## src/rtl/chan_sel_bin_extract.sv

```systemverilog
// Picks one channel out of the time-multiplexed channelizer stream and emits one sample per frame.
// Optional build macro CHAN_SEL_TIMESTAMP_EN adds the frame_cnt and ts_out outputs.
module chan_sel_bin_extract #(
    parameter int N_CHAN  = 256,
    parameter int CHAN_W  = 8,
    parameter int DATA_W  = 32,
    parameter int FRAME_W = 32
) (
    input  logic              user_clk,
    input  logic              user_rst_n,
    input  logic [31:0]       ch_bin,
    input  logic              sync_in,
    input  logic [DATA_W-1:0] data_in,
    input  logic              data_vld_in,
    output logic [DATA_W-1:0] data_out,
    output logic              data_vld_out,
    output logic [CHAN_W-1:0] cur_bin,
    output logic              locked,
`ifdef CHAN_SEL_TIMESTAMP_EN
    output logic [FRAME_W-1:0] frame_cnt,
    output logic [FRAME_W-1:0] ts_out,
`endif
    output logic              sync_err
);

    // Handshake: a sample moves only on cycles with data_vld_in=1 (a beat); there is no
    // backpressure. data_vld_out is a one-cycle strobe qualifying data_out.

    typedef enum logic {WAIT_SYNC = 1'b0, RUN = 1'b1} state_t;

    logic [1:0]        rst_pipe;
    logic              rst_n;
    state_t            state, state_nxt;
    logic [CHAN_W-1:0] chan_cnt, cnt_nxt;
    logic [CHAN_W-1:0] bin_nxt, eff_chan;
    logic              en_q, en_nxt;
    logic              err_nxt;
    logic              relatch, run_sync, sel;
    logic              unused_ch_bin;

    assign unused_ch_bin = ^ch_bin[30:CHAN_W];

    // Reset asserts asynchronously but releases on a clock edge.
    always_ff @(posedge user_clk or negedge user_rst_n) begin
        if (!user_rst_n) rst_pipe <= 2'b00;
        else             rst_pipe <= {rst_pipe[0], 1'b1};
    end
    assign rst_n = rst_pipe[1];

    always_ff @(posedge user_clk or negedge rst_n) begin
        if (!rst_n) begin
            state        <= WAIT_SYNC;
            chan_cnt     <= '0;
            cur_bin      <= '0;
            en_q         <= 1'b0;
            sync_err     <= 1'b0;
            data_out     <= '0;
            data_vld_out <= 1'b0;
        end else begin
            state        <= state_nxt;
            chan_cnt     <= cnt_nxt;
            cur_bin      <= bin_nxt;
            en_q         <= en_nxt;
            sync_err     <= err_nxt;
            data_vld_out <= sel;
            if (sel) data_out <= data_in;
        end
    end

    always_comb begin
        state_nxt = state;
        cnt_nxt   = chan_cnt;
        bin_nxt   = cur_bin;
        en_nxt    = en_q;
        err_nxt   = sync_err;
        eff_chan  = chan_cnt;
        relatch   = 1'b0;
        run_sync  = 1'b0;
        case (state)
            WAIT_SYNC: begin
                if (data_vld_in && sync_in) begin
                    state_nxt = RUN;
                    relatch   = 1'b1;
                    eff_chan  = '0;
                    cnt_nxt   = CHAN_W'(1);
                end
            end
            RUN: begin
                if (data_vld_in) begin
                    if (sync_in) begin
                        // A sync beat is always channel 0, even when it arrives early.
                        relatch  = 1'b1;
                        run_sync = 1'b1;
                        eff_chan = '0;
                        cnt_nxt  = CHAN_W'(1);
                        if (chan_cnt != '0) err_nxt = 1'b1;
                    end else begin
                        cnt_nxt = (chan_cnt == CHAN_W'(N_CHAN - 1)) ? '0 : chan_cnt + CHAN_W'(1);
                    end
                end
            end
            default: state_nxt = WAIT_SYNC;
        endcase
        if (relatch) begin
            bin_nxt = ch_bin[CHAN_W-1:0];
            en_nxt  = ch_bin[31];
        end
        // The sync beat selects against the bin latched on that same beat.
        sel = data_vld_in && ((state == RUN) || relatch) && en_nxt && (eff_chan == bin_nxt);
    end

    assign locked = (state == RUN);

`ifdef CHAN_SEL_TIMESTAMP_EN
    logic [FRAME_W-1:0] fc_nxt;

    assign fc_nxt = run_sync ? frame_cnt + FRAME_W'(1) : frame_cnt;

    always_ff @(posedge user_clk or negedge rst_n) begin
        if (!rst_n) begin
            frame_cnt <= '0;
            ts_out    <= '0;
        end else begin
            frame_cnt <= fc_nxt;
            if (sel) ts_out <= fc_nxt;
        end
    end
`else
    logic unused_run_sync;
    assign unused_run_sync = run_sync;
`endif

endmodule

```

## config.mk

```make
export PLATFORM = sky130hd
export DESIGN_NAME = chan_sel_bin_extract
export DESIGN_NICKNAME = d
export VERILOG_FILES = /design/src/rtl/chan_sel_bin_extract.sv
export SDC_FILE = /design/constraint.sdc
export NUM_CORES = 1
export LEC_CHECK = 0
export ABC_AREA = 0
export CAP_MARGIN = 20
export CORE_MARGIN = 2
export CORE_UTILIZATION = 44
export CTS_CLUSTER_SIZE = 16
export DETAILED_ROUTE_END_ITERATION = 8
export PLACE_DENSITY = 0.91
export SLEW_MARGIN = 30
export SYNTH_ARGS = -nofsm -noshare
export SYNTH_HDL_FRONTEND = slang
export SYNTH_SLANG_ARGS = --single-unit
```

## constraint.sdc

```tcl
create_clock -name user_clk -period 2.9 [get_ports user_clk]
set_input_delay 0.58 -clock user_clk [delete_from_list [all_inputs] [get_ports user_clk]]
set_output_delay 0.58 -clock user_clk [all_outputs]
set_load 0.05 [all_outputs]
```

==> results of run 1 <==
-- how the worst max path moves through the flow --
stage / start / end / slack, ns / cells past startpoint
after floorplan: cur_bin[4]$_DFF_PN0_ / data_out[10]$_DFFE_PN0P_ / 0.86 / 6
after global placement: ch_bin[5] / data_out[18]$_DFFE_PN0P_ / 0.49 / 7
after detailed placement: ch_bin[0] / data_out[1]$_DFFE_PN0P_ / 0.43 / 7
after CTS: locked$_DFF_PN0_ / locked / 0.60 / 1
after global routing: locked$_DFF_PN0_ / locked / 0.51 / 1
final: locked$_DFF_PN0_ / locked / 0.62 / 1
-- synth_stat cells (all sizes together), types with 2 or more instances --
cell / number
dfrtp: 54
mux2: 41
nor2: 9
inv: 8
nand2: 7
o22ai: 6
a21oi: 4
buf: 4
clkbuf: 4
xnor2: 4
nand3: 3
nand4: 3
nor3: 3
nor4: 3
a22oi: 2
and3: 2
ha: 2
mux2i: 2
xor2: 2
-- registers in the layout, indices dropped and copies added (netlist names) --
signal / flops
data_out: 32
chan_cnt: 8
cur_bin: 8
rst_pipe: 2
data_vld_out: 1
en_q: 1
locked: 1
sync_err: 1
-- power by group --
| group | switching (mW) | internal (mW) |
|---|---|---|
| sequential | 0.154 | 0.993 |
| clock | 0.221 | 0.166 |
| combinational | 1.04 | 0.632 |
-- per-layer routing --
layer  share of wire (%)  wire length (um)
met1                  39              1982
met2                  52              2671
met3                 8.4               430
met4                0.45                23
met5                   0                 0
-- final cells by class --
class / count / area (sq um)
clock buffers: 6 / 72.57
clock inverters: 1 / 7.507
fillers: 410 / 1735
inverters: 8 / 30.03
multi-input cells: 107 / 900.9
flip-flops and latches: 54 / 1353
well taps: 70 / 87.58
repair buffers: 92 / 920.9
-- metrics by stage --
stage,total power [mW],std cells,worst slack [ns]
final,3.204,338,0.6209
after global routing,3.356,338,0.5122
after CTS,3.241,338,0.5982
after detailed placement,2.842,331,0.4271
after global placement,2.798,331,0.4944
after floorplan,2.229,177,0.8556
-- logic make-up after synthesis --
family	share of synthesized area, %
AO/OA/AOI/OAI	5.813
XOR/XNOR	2.260
adder cells (fa/ha/maj)	1.076
buffers and inverters	3.606
flip-flops	58.13
multiplexers	20.72
other	0.1613
AND/OR/NAND/NOR	8.235
==> flow_metrics.env, run 1 <==
export IMPL_status="completed"
export IMPL_reg2reg_slack_ns=0.95
export IMPL_dieArea_sq_mm=0.005881
export IMPL_cts_resized=0
export IMPL_r2r_end="data_out[28]$_DFFE_PN0P_"
export IMPL_utilization_pct=66.02
export IMPL_drv_slew=0
export IMPL_globalRouteMet3Util_pct=6.471
export IMPL_timing_rr_start="chan_cnt[2]$_DFFE_PN0P_"
export IMPL_holdBufCountCts=0
export IMPL_synth_area_per_cell_sq_um=13.13
export IMPL_core_area_sq_mm=0.005107
export IMPL_fin_worst_hold_slack_ns=0.2619
export IMPL_start_util_pct=45.52
export IMPL_vias=1749
export IMPL_fin_setup_tns_ns=0
export IMPL_grt_max_degree=34
export IMPL_grt_pass1_vias=1829
export IMPL_critPathLaunchType="flip-flop"
export IMPL_path_max_fanout=10
export IMPL_max_cap_viol_count=0
export IMPL_ys_ff_latch=54
export IMPL_final_area_sq_mm=0.003372
export IMPL_r2r_cells=6
export IMPL_finalCritPeriodShare_pct=78.59
export IMPL_port_buffers=87
export IMPL_path_class="reg2out"
export IMPL_grt_pass1_wl_um=8404
export IMPL_synth_area_top_cells="dfrtp_1, mux2_2, o22ai_1"
export IMPL_die_h_um=76.69
export IMPL_setup_viol=0
export IMPL_mappedNetlistArea_sq_mm=0.002325
export IMPL_area_growth_pct=45.05
export IMPL_layout_common_cells="clkdlybuf4s50_1, dfrtp_1, mux2_2, nor2_1, inv_1"
export IMPL_pwr_density_cell_mw_per_mm2=950.3
export IMPL_drcViolationCount=0
export IMPL_dpl_cell_area_sq_mm=0.003292
export IMPL_ys_flop_type="dfrtp_1"
export IMPL_cp_cell_sequence="clkdlybuf4s50_1"
export IMPL_async_flop_share_pct=100.0
export IMPL_met1_usage_pct=20.48
export IMPL_seq_area_frac_synth_pct=58.13
export IMPL_grt_use_met2_pct=32.02
export IMPL_clk_latency_ns=0.29
export IMPL_clockRootBuffer="clkbuf_8"
export IMPL_core_rowCount=26
export IMPL_synth_top_cell_area_share_pct=58.13
export IMPL_rsz0062_at_grt="false"
export IMPL_h_tree_depth=2
export IMPL_cp_data_required_time_ns=2.32
export IMPL_cts_buffers=5
export IMPL_postCtsSetupBuffers=0
export IMPL_post_route_min_period_ns=2.279
export IMPL_antenna_cells=0
export IMPL_path_buf_inv=1
export IMPL_fin_skew_ns=0.005671
export IMPL_drtIter0Drc=87
export IMPL_vdd_drop_max_v=0.0006881
export IMPL_p_leak_nw=1.425
export IMPL_overflow=0
export IMPL_cts_tree="yes"
export IMPL_worst_path_largest_cell_delay_ns=0.87
export IMPL_yosysTopAreaCell="dfrtp_1"
export IMPL_post_drt_wl_per_cell_um=15.11
export IMPL_vias_per_cell=5.175
export IMPL_ant_nets=0
export IMPL_tightest_slew_ns=0.5527
export IMPL_synthCells=177
export IMPL_fin_nets=338
export IMPL_die_w_um=76.69
export IMPL_yosysUniqueCellTypes=35
export IMPL_hold_class="reg2async"
export IMPL_relSlewSlack_pct=63.16
export IMPL_drive_gt1_share_pct=21.64
export IMPL_cts_num_sinks=54
export IMPL_routabilityCongestion=0.8832
export IMPL_cp_slowest_cell="clkdlybuf4s50_1"
export IMPL_cts_buffer_depth=2
export IMPL_antenna_found_initial=0
export IMPL_ios=111
export IMPL_top_usage_layer="met2"
export IMPL_synthesis_nets=247
export IMPL_finalHoldViolCount=0
export IMPL_grt_total_usage_pct=17.97
export IMPL_synth_edff_count=0
export IMPL_yosysWarnings=0
export IMPL_end_kind="primary output"
export IMPL_dpl_hpwl_um=3927
export IMPL_layout_commonest_cell="clkdlybuf4s50_1"
export IMPL_finalWirelength_um=5108
export IMPL_cp_arrival_ns=1.70
export IMPL_clk_pin_slew_worst_paths_ns=0.09
export IMPL_drt_first_pass_iters=4
export IMPL_clock_fmax_mhz=438.8
export IMPL_crit_family="buffers and inverters"
(Power assumes the default switching activity.)
==> run 2: changes to the inputs <==
CORE_UTILIZATION = 41   (was 44)
PLACE_DENSITY = 0.86   (was 0.91)
clock period = 2.25 ns   (was 2.9 ns; I/O delays follow)
==> run 2 against run 1 <==
Net effect: count of clock-buffer cells in the layout rose by 1; largest power group unchanged; die area rose by 6.9%; hold slack got worse by 0.099 ns.
==> flow_metrics.env, run 2 (same netlist as run 1, synthesis figures left out) <==
export IMPL_relSlewSlack_pct=65.14
export IMPL_routabilityCongestion=0.8737
export IMPL_holdBufCountCts=0
export IMPL_worst_path_largest_cell_delay_ns=0.85
export IMPL_cp_data_required_time_ns=1.80
export IMPL_antenna_found_initial=0
export IMPL_p_clk_share_pct=14.1
export IMPL_dpl_hpwl_um=4017
export IMPL_die_w_um=79.30
export IMPL_cts_buffer_depth=2
export IMPL_path_max_fanout=4
export IMPL_drtIter0Drc=118
export IMPL_drv_slew=0
export IMPL_antenna_cells=0
export IMPL_drt_first_pass_iters=4
export IMPL_drive_gt1_share_pct=24.28
export IMPL_cts_tree="yes"
export IMPL_vias=1785
export IMPL_p_comb_share_pct=51.1
export IMPL_crit_cells=1
export IMPL_path_buf_inv=1
export IMPL_cts_num_sinks=54
export IMPL_layout_commonest_cell="clkdlybuf4s50_1"
export IMPL_fin_setup_tns_ns=0
export IMPL_end_kind="primary output"
export IMPL_port_buffers=87
export IMPL_overflow=0
export IMPL_drcViolationCount=0
export IMPL_path_class="reg2out"
export IMPL_clockRootBuffer="clkbuf_8"
export IMPL_largest_reg_flops=32
export IMPL_p_leak_nw=1.481
export IMPL_fillers=439
export IMPL_hold_class="reg2async"
export IMPL_clk_pin_slew_worst_paths_ns=0.10
export IMPL_tightest_slew_ns=0.5213
export IMPL_place_ws_ns=-0.05293
export IMPL_core_rowCount=27
export IMPL_layout_common_cells="clkdlybuf4s50_1, dfrtp_1, mux2_2, buf_4, nor2_1"
export IMPL_r2r_cells=6
export IMPL_max_cap_viol_count=0
export IMPL_largest_registers="data_out (32), chan_cnt (8), cur_bin (8)"
export IMPL_regMostFlops="data_out"
export IMPL_status="completed"
export IMPL_ant_nets=0
export IMPL_cts_buffers=5
export IMPL_postCtsSetupBuffers=0
export IMPL_cts_resized=0
export IMPL_setup_viol=0
export IMPL_p_seq_share_pct=34.8
export IMPL_start_util_pct=42.22
export IMPL_dieArea_sq_mm=0.006288
export IMPL_fin_worst_hold_slack_ns=0.1629
export IMPL_die_h_um=79.30
export IMPL_switching_share_pct=43.70
export IMPL_fin_skew_ns=0.006878
export IMPL_fin_nets=345
export IMPL_cp_slowest_cell="clkdlybuf4s50_1"
export IMPL_clock_fmax_mhz=493.9
export IMPL_grt_max_degree=21
export IMPL_finalHoldViolCount=0
export IMPL_grt_total_usage_pct=17.06
export IMPL_cp_cell_sequence="clkdlybuf4s50_1"
export IMPL_setup_ws_ns=0.2253
export IMPL_ios=111
export IMPL_critPathLaunchType="flip-flop"
export IMPL_post_route_min_period_ns=2.025
export IMPL_rsz0062_at_grt="false"
export IMPL_pwr_density_cell_mw_per_mm2=1222
export IMPL_finalWirelength_um=5247
export IMPL_grt_pass1_wl_um=8397
export IMPL_post_drt_wl_per_cell_um=15.08
export IMPL_h_tree_depth=2
export IMPL_vias_per_cell=5.129
export IMPL_vdd_drop_max_v=0.0007684
export IMPL_finalCritPeriodShare_pct=89.98
export IMPL_crit_family="buffers and inverters"
export IMPL_cp_arrival_ns=1.57
export IMPL_area_growth_pct=49.03
export IMPL_grt_pass1_vias=1828
export IMPL_clk_latency_ns=0.30
export IMPL_p_switching_mw=1.850
export IMPL_core_area_sq_mm=0.005507
export IMPL_internal_power_mw=2.384
==> run 2: cell types whose count changed in the layout (fill, tap and decap cells not counted), sizes merged <==
cell,delta
buf,+7
clkinvlp,-1
clkbuf,+1
clkinv,+1
==> run 2: final timing paths <==
kind / startpoint / end / slack, ns
max reg2reg: chan_cnt[6]$_DFFE_PN0P_ / data_out[17]$_DFFE_PN0P_ / 0.27
min in group user_clk: rst_pipe[0]$_DFF_PN0_ / rst_pipe[1]$_DFF_PN0_ / 0.35
min reg2reg: rst_pipe[1]$_DFF_PN0_ / cur_bin[3]$_DFF_PN0_ / 0.16
min: rst_pipe[1]$_DFF_PN0_ / cur_bin[3]$_DFF_PN0_ / 0.16
max: cur_bin[2]$_DFF_PN0_ / cur_bin[2] / 0.23
max in group asynchronous: rst_pipe[1]$_DFF_PN0_ / chan_cnt[0]$_DFFE_PN0P_ / 1.50
==> run 2: layout make-up <==
type,count,area [sq um],area share (%)
Clock buffer,7,96.34,2.781
Sequential cell,54,1353,39.04
Clock inverter,1,8.758,0.2528
Multi-Input combinational cell,107,900.9,26.00
Inverter,8,30.03,0.8667
Tap cell,72,90.09,2.600
Timing Repair Buffer,99,985.9,28.46
==> run 2: worst register-to-register path, delay by kind of cell, from the launching register on <==
| family | cells | cell delay [ns] |
|---|---|---|
| and+or+nand+nor | 1 | 0.50 |
| AOI/OAI and AO/OA | 2 | 0.31 |
| buffers and inverters | 2 | 0.34 |
| DFF | 1 | 0.45 |
| muxes | 1 | 0.28 |
==> run 2: power by group through the flow <==
stage / registers, mW / logic, mW / clock network (mW)
after CTS: 1.48 / 2.18 / 0.609
after global routing: 1.52 / 2.24 / 0.645
final: 1.47 / 2.16 / 0.597
after detailed placement: 1.50 / 2.17 / 0
after floorplan: 2.50 / 0.374 / 0
after global placement: 1.47 / 2.15 / 0
==> run 2: metrics by stage <==
step / area [sq um] / utilization (%) / total power, mW / cells
after floorplan: 2325 / - / 2.873 / 177
after global placement: 3359 / 61.01 / 3.617 / 340
after detailed placement: 3359 / 61.01 / 3.671 / 340
after CTS: 3465 / 62.92 / 4.270 / 348
after global routing: 3465 / 62.92 / 4.406 / 348
final: 3465 / 62.92 / 4.234 / 348
==> run 2: layer usage <==
layer	vias to the layer above	wire [um]	GRT usage, %
li1	819	-	-
met1	886	2118	21.01
met2	72	2682	28.64
met3	8	380	4.545
met4	0	66	6.552
met5	-	0	0
==> run 3: changes to the inputs <==
CAP_MARGIN = default   (was 20)
CELL_PAD_IN_SITES_DETAIL_PLACEMENT = 1   (was default)
CELL_PAD_IN_SITES_GLOBAL_PLACEMENT = 1   (was default)
CORE_UTILIZATION = 31   (was 41)
PLACE_DENSITY = 0.85   (was 0.86)
clock period = 2.2 ns   (was 2.25 ns; I/O delays follow)
==> run 3 against run 2 <==
Net effect: first-iteration DRC count fell by 70%; sequential share of layout area rose by 0.28 points; cell area fell by 0.72%; sequential power rose by 3%; combinational power rose by 3%; clock skew rose by 0.0014 ns; hold slack improved by 0.0097 ns; count of clock-buffer cells in the layout fell by 1; register-to-register slack got worse by 0.05 ns; wire length rose by 11%; critical path type unchanged.
==> flow_metrics.env, run 3 (same netlist as run 1, synthesis figures left out) <==
export IMPL_path_max_fanout=4
export IMPL_clockRootBuffer="clkbuf_8"
export IMPL_dpl_hpwl_um=4442
export IMPL_vdd_drop_max_v=0.0006155
export IMPL_setup_ws_ns=0.1760
export IMPL_relSlewSlack_pct=62.55
export IMPL_p_leak_nw=1.447
export IMPL_postCtsSetupBuffers=0
export IMPL_ant_nets=0
export IMPL_fillers=779
export IMPL_worst_path_largest_cell_delay_ns=0.85
export IMPL_fin_skew_ns=0.008317
export IMPL_start_util_pct=32.05
export IMPL_fin_nets=340
export IMPL_tightest_slew_ns=0.5600
export IMPL_hold_class="reg2async"
export IMPL_cp_arrival_ns=1.58
export IMPL_vias_per_cell=4.773
export IMPL_largest_reg_flops=32
export IMPL_path_buf_inv=1
export IMPL_finalCritPeriodShare_pct=92.00
export IMPL_fin_setup_tns_ns=0
export IMPL_die_w_um=90.60
export IMPL_dpl_cell_area_sq_mm=0.003353
export IMPL_reg2reg_slack_ns=0.22
export IMPL_rsz0062_at_grt="false"
export IMPL_p_total_mw=4.285
export IMPL_overflow=0
export IMPL_drcViolationCount=0
export IMPL_utilization_pct=47.42
export IMPL_dieArea_sq_mm=0.008207
export IMPL_grt_total_usage_pct=14.75
export IMPL_antenna_cells=0
export IMPL_globalRouteMet3Util_pct=4.758
export IMPL_grt_max_degree=41
export IMPL_core_area_sq_mm=0.007253
export IMPL_largest_registers="data_out (32), chan_cnt (8), cur_bin (8)"
export IMPL_top_usage_layer="met2"
export IMPL_multi_input_area_sq_um=900.9
export IMPL_end_kind="primary output"
export IMPL_cts_tree="yes"
export IMPL_holdBufCountCts=0
export IMPL_post_drt_wl_per_cell_um=15.69
export IMPL_cts_buffer_depth=2
export IMPL_routabilityCongestion=0.7948
export IMPL_drv_slew=0
export IMPL_critPathLaunchType="flip-flop"
export IMPL_h_tree_depth=2
export IMPL_cts_resized=0
export IMPL_ios=111
export IMPL_timing_rr_start="chan_cnt[2]$_DFFE_PN0P_"
export IMPL_vias=1766
export IMPL_crit_family="buffers and inverters"
export IMPL_finalHoldViolCount=0
export IMPL_drt_first_pass_iters=4
export IMPL_layout_common_cells="clkdlybuf4s50_1, dfrtp_1, mux2_2, nor2_1, inv_1"
export IMPL_die_h_um=90.60
export IMPL_place_ws_ns=-0.1085
export IMPL_port_buffers=87
export IMPL_drive_gt1_share_pct=22.88
export IMPL_r2r_end="data_out[21]$_DFFE_PN0P_"
export IMPL_r2r_cells=6
export IMPL_fin_worst_hold_slack_ns=0.1726
export IMPL_cp_cell_sequence="clkdlybuf4s50_1"
export IMPL_core_rowCount=31
export IMPL_layout_commonest_cell="clkdlybuf4s50_1"
export IMPL_pwr_density_cell_mw_per_mm2=1246
export IMPL_regArea_sq_mm=0.001353
export IMPL_status="completed"
export IMPL_antenna_found_initial=0
export IMPL_cp_slowest_cell="clkdlybuf4s50_1"
export IMPL_setup_viol=0
export IMPL_dpl_cell_count=362
export IMPL_max_cap_viol_count=0
export IMPL_finalWirelength_um=5805
export IMPL_grt_pass1_wl_um=9715
export IMPL_cts_num_sinks=54
export IMPL_cts_buffers=5
export IMPL_post_route_min_period_ns=2.024
export IMPL_cp_data_required_time_ns=1.76
export IMPL_area_growth_pct=47.95
export IMPL_clk_latency_ns=0.31
export IMPL_path_class="reg2out"
export IMPL_drtIter0Drc=35
export IMPL_clock_fmax_mhz=494.1
export IMPL_fin_cells=370
export IMPL_grt_pass1_vias=1911
export IMPL_met1_usage_pct=18.20
export IMPL_clk_pin_slew_worst_paths_ns=0.10
export IMPL_regMostFlops="data_out"
export IMPL_final_area_sq_mm=0.003440
export IMPL_grt_use_met2_pct=24.56
==> run 3: cell types whose count changed in the layout (fill, tap and decap cells not counted) <==
cell / previous run / this run
clkbuf_8: 7 / 5
buf_4: 10 / 6
clkinv_4: 1 / 0
clkdlybuf4s50_1: 87 / 86
inv_6: 0 / 1
clkinv_2: 0 / 1
clkbuf_1: 0 / 1
==> run 3: worst max-delay path by stage <==
stage                     slack, ns                  endpoint  cells after the start            startpoint
after floorplan                0.16  data_out[10]$_DFFE_PN0P_                      6  cur_bin[4]$_DFF_PN0_
after global placement        -0.11   data_out[6]$_DFFE_PN0P_                      7             ch_bin[5]
after detailed placement      -0.11   data_out[2]$_DFFE_PN0P_                      7             ch_bin[5]
after CTS                      0.17                cur_bin[6]                      1  cur_bin[6]$_DFF_PN0_
after global routing           0.02  data_out[21]$_DFFE_PN0P_                      7             ch_bin[5]
final                          0.18                cur_bin[6]                      1  cur_bin[6]$_DFF_PN0_
==> run 3: cell type report <==
cell class | count | share of cell area [%]
clock buffer | 6 | 2.110
clock inverter | 2 | 0.4001
inverter | 8 | 0.8730
multi-input combinational | 107 | 26.19
sequential | 54 | 39.32
tap | 99 | 3.601
timing repair buffer | 94 | 27.50
==> run 3: report_power, final <==
group,internal (mW),switching (mW)
combinational,0.837,1.38
sequential,1.31,0.199
clock,0.228,0.328
==> run 3: worst reg2reg max path, cell delays in order, from the launching register on <==
cell and delay, ns:
dfrtp_1 0.48, inv_1 0.15, o22ai_1 0.09, nor4_1 0.48, o221ai_4 0.16, buf_12 0.20, mux2_2 0.30
==> run 3: metal layers <==
layer  vias up  wire [um]
met5         -          0
met4         0        122
li1        810          -
met3        10        383
met2        61       2845
met1       885       2454
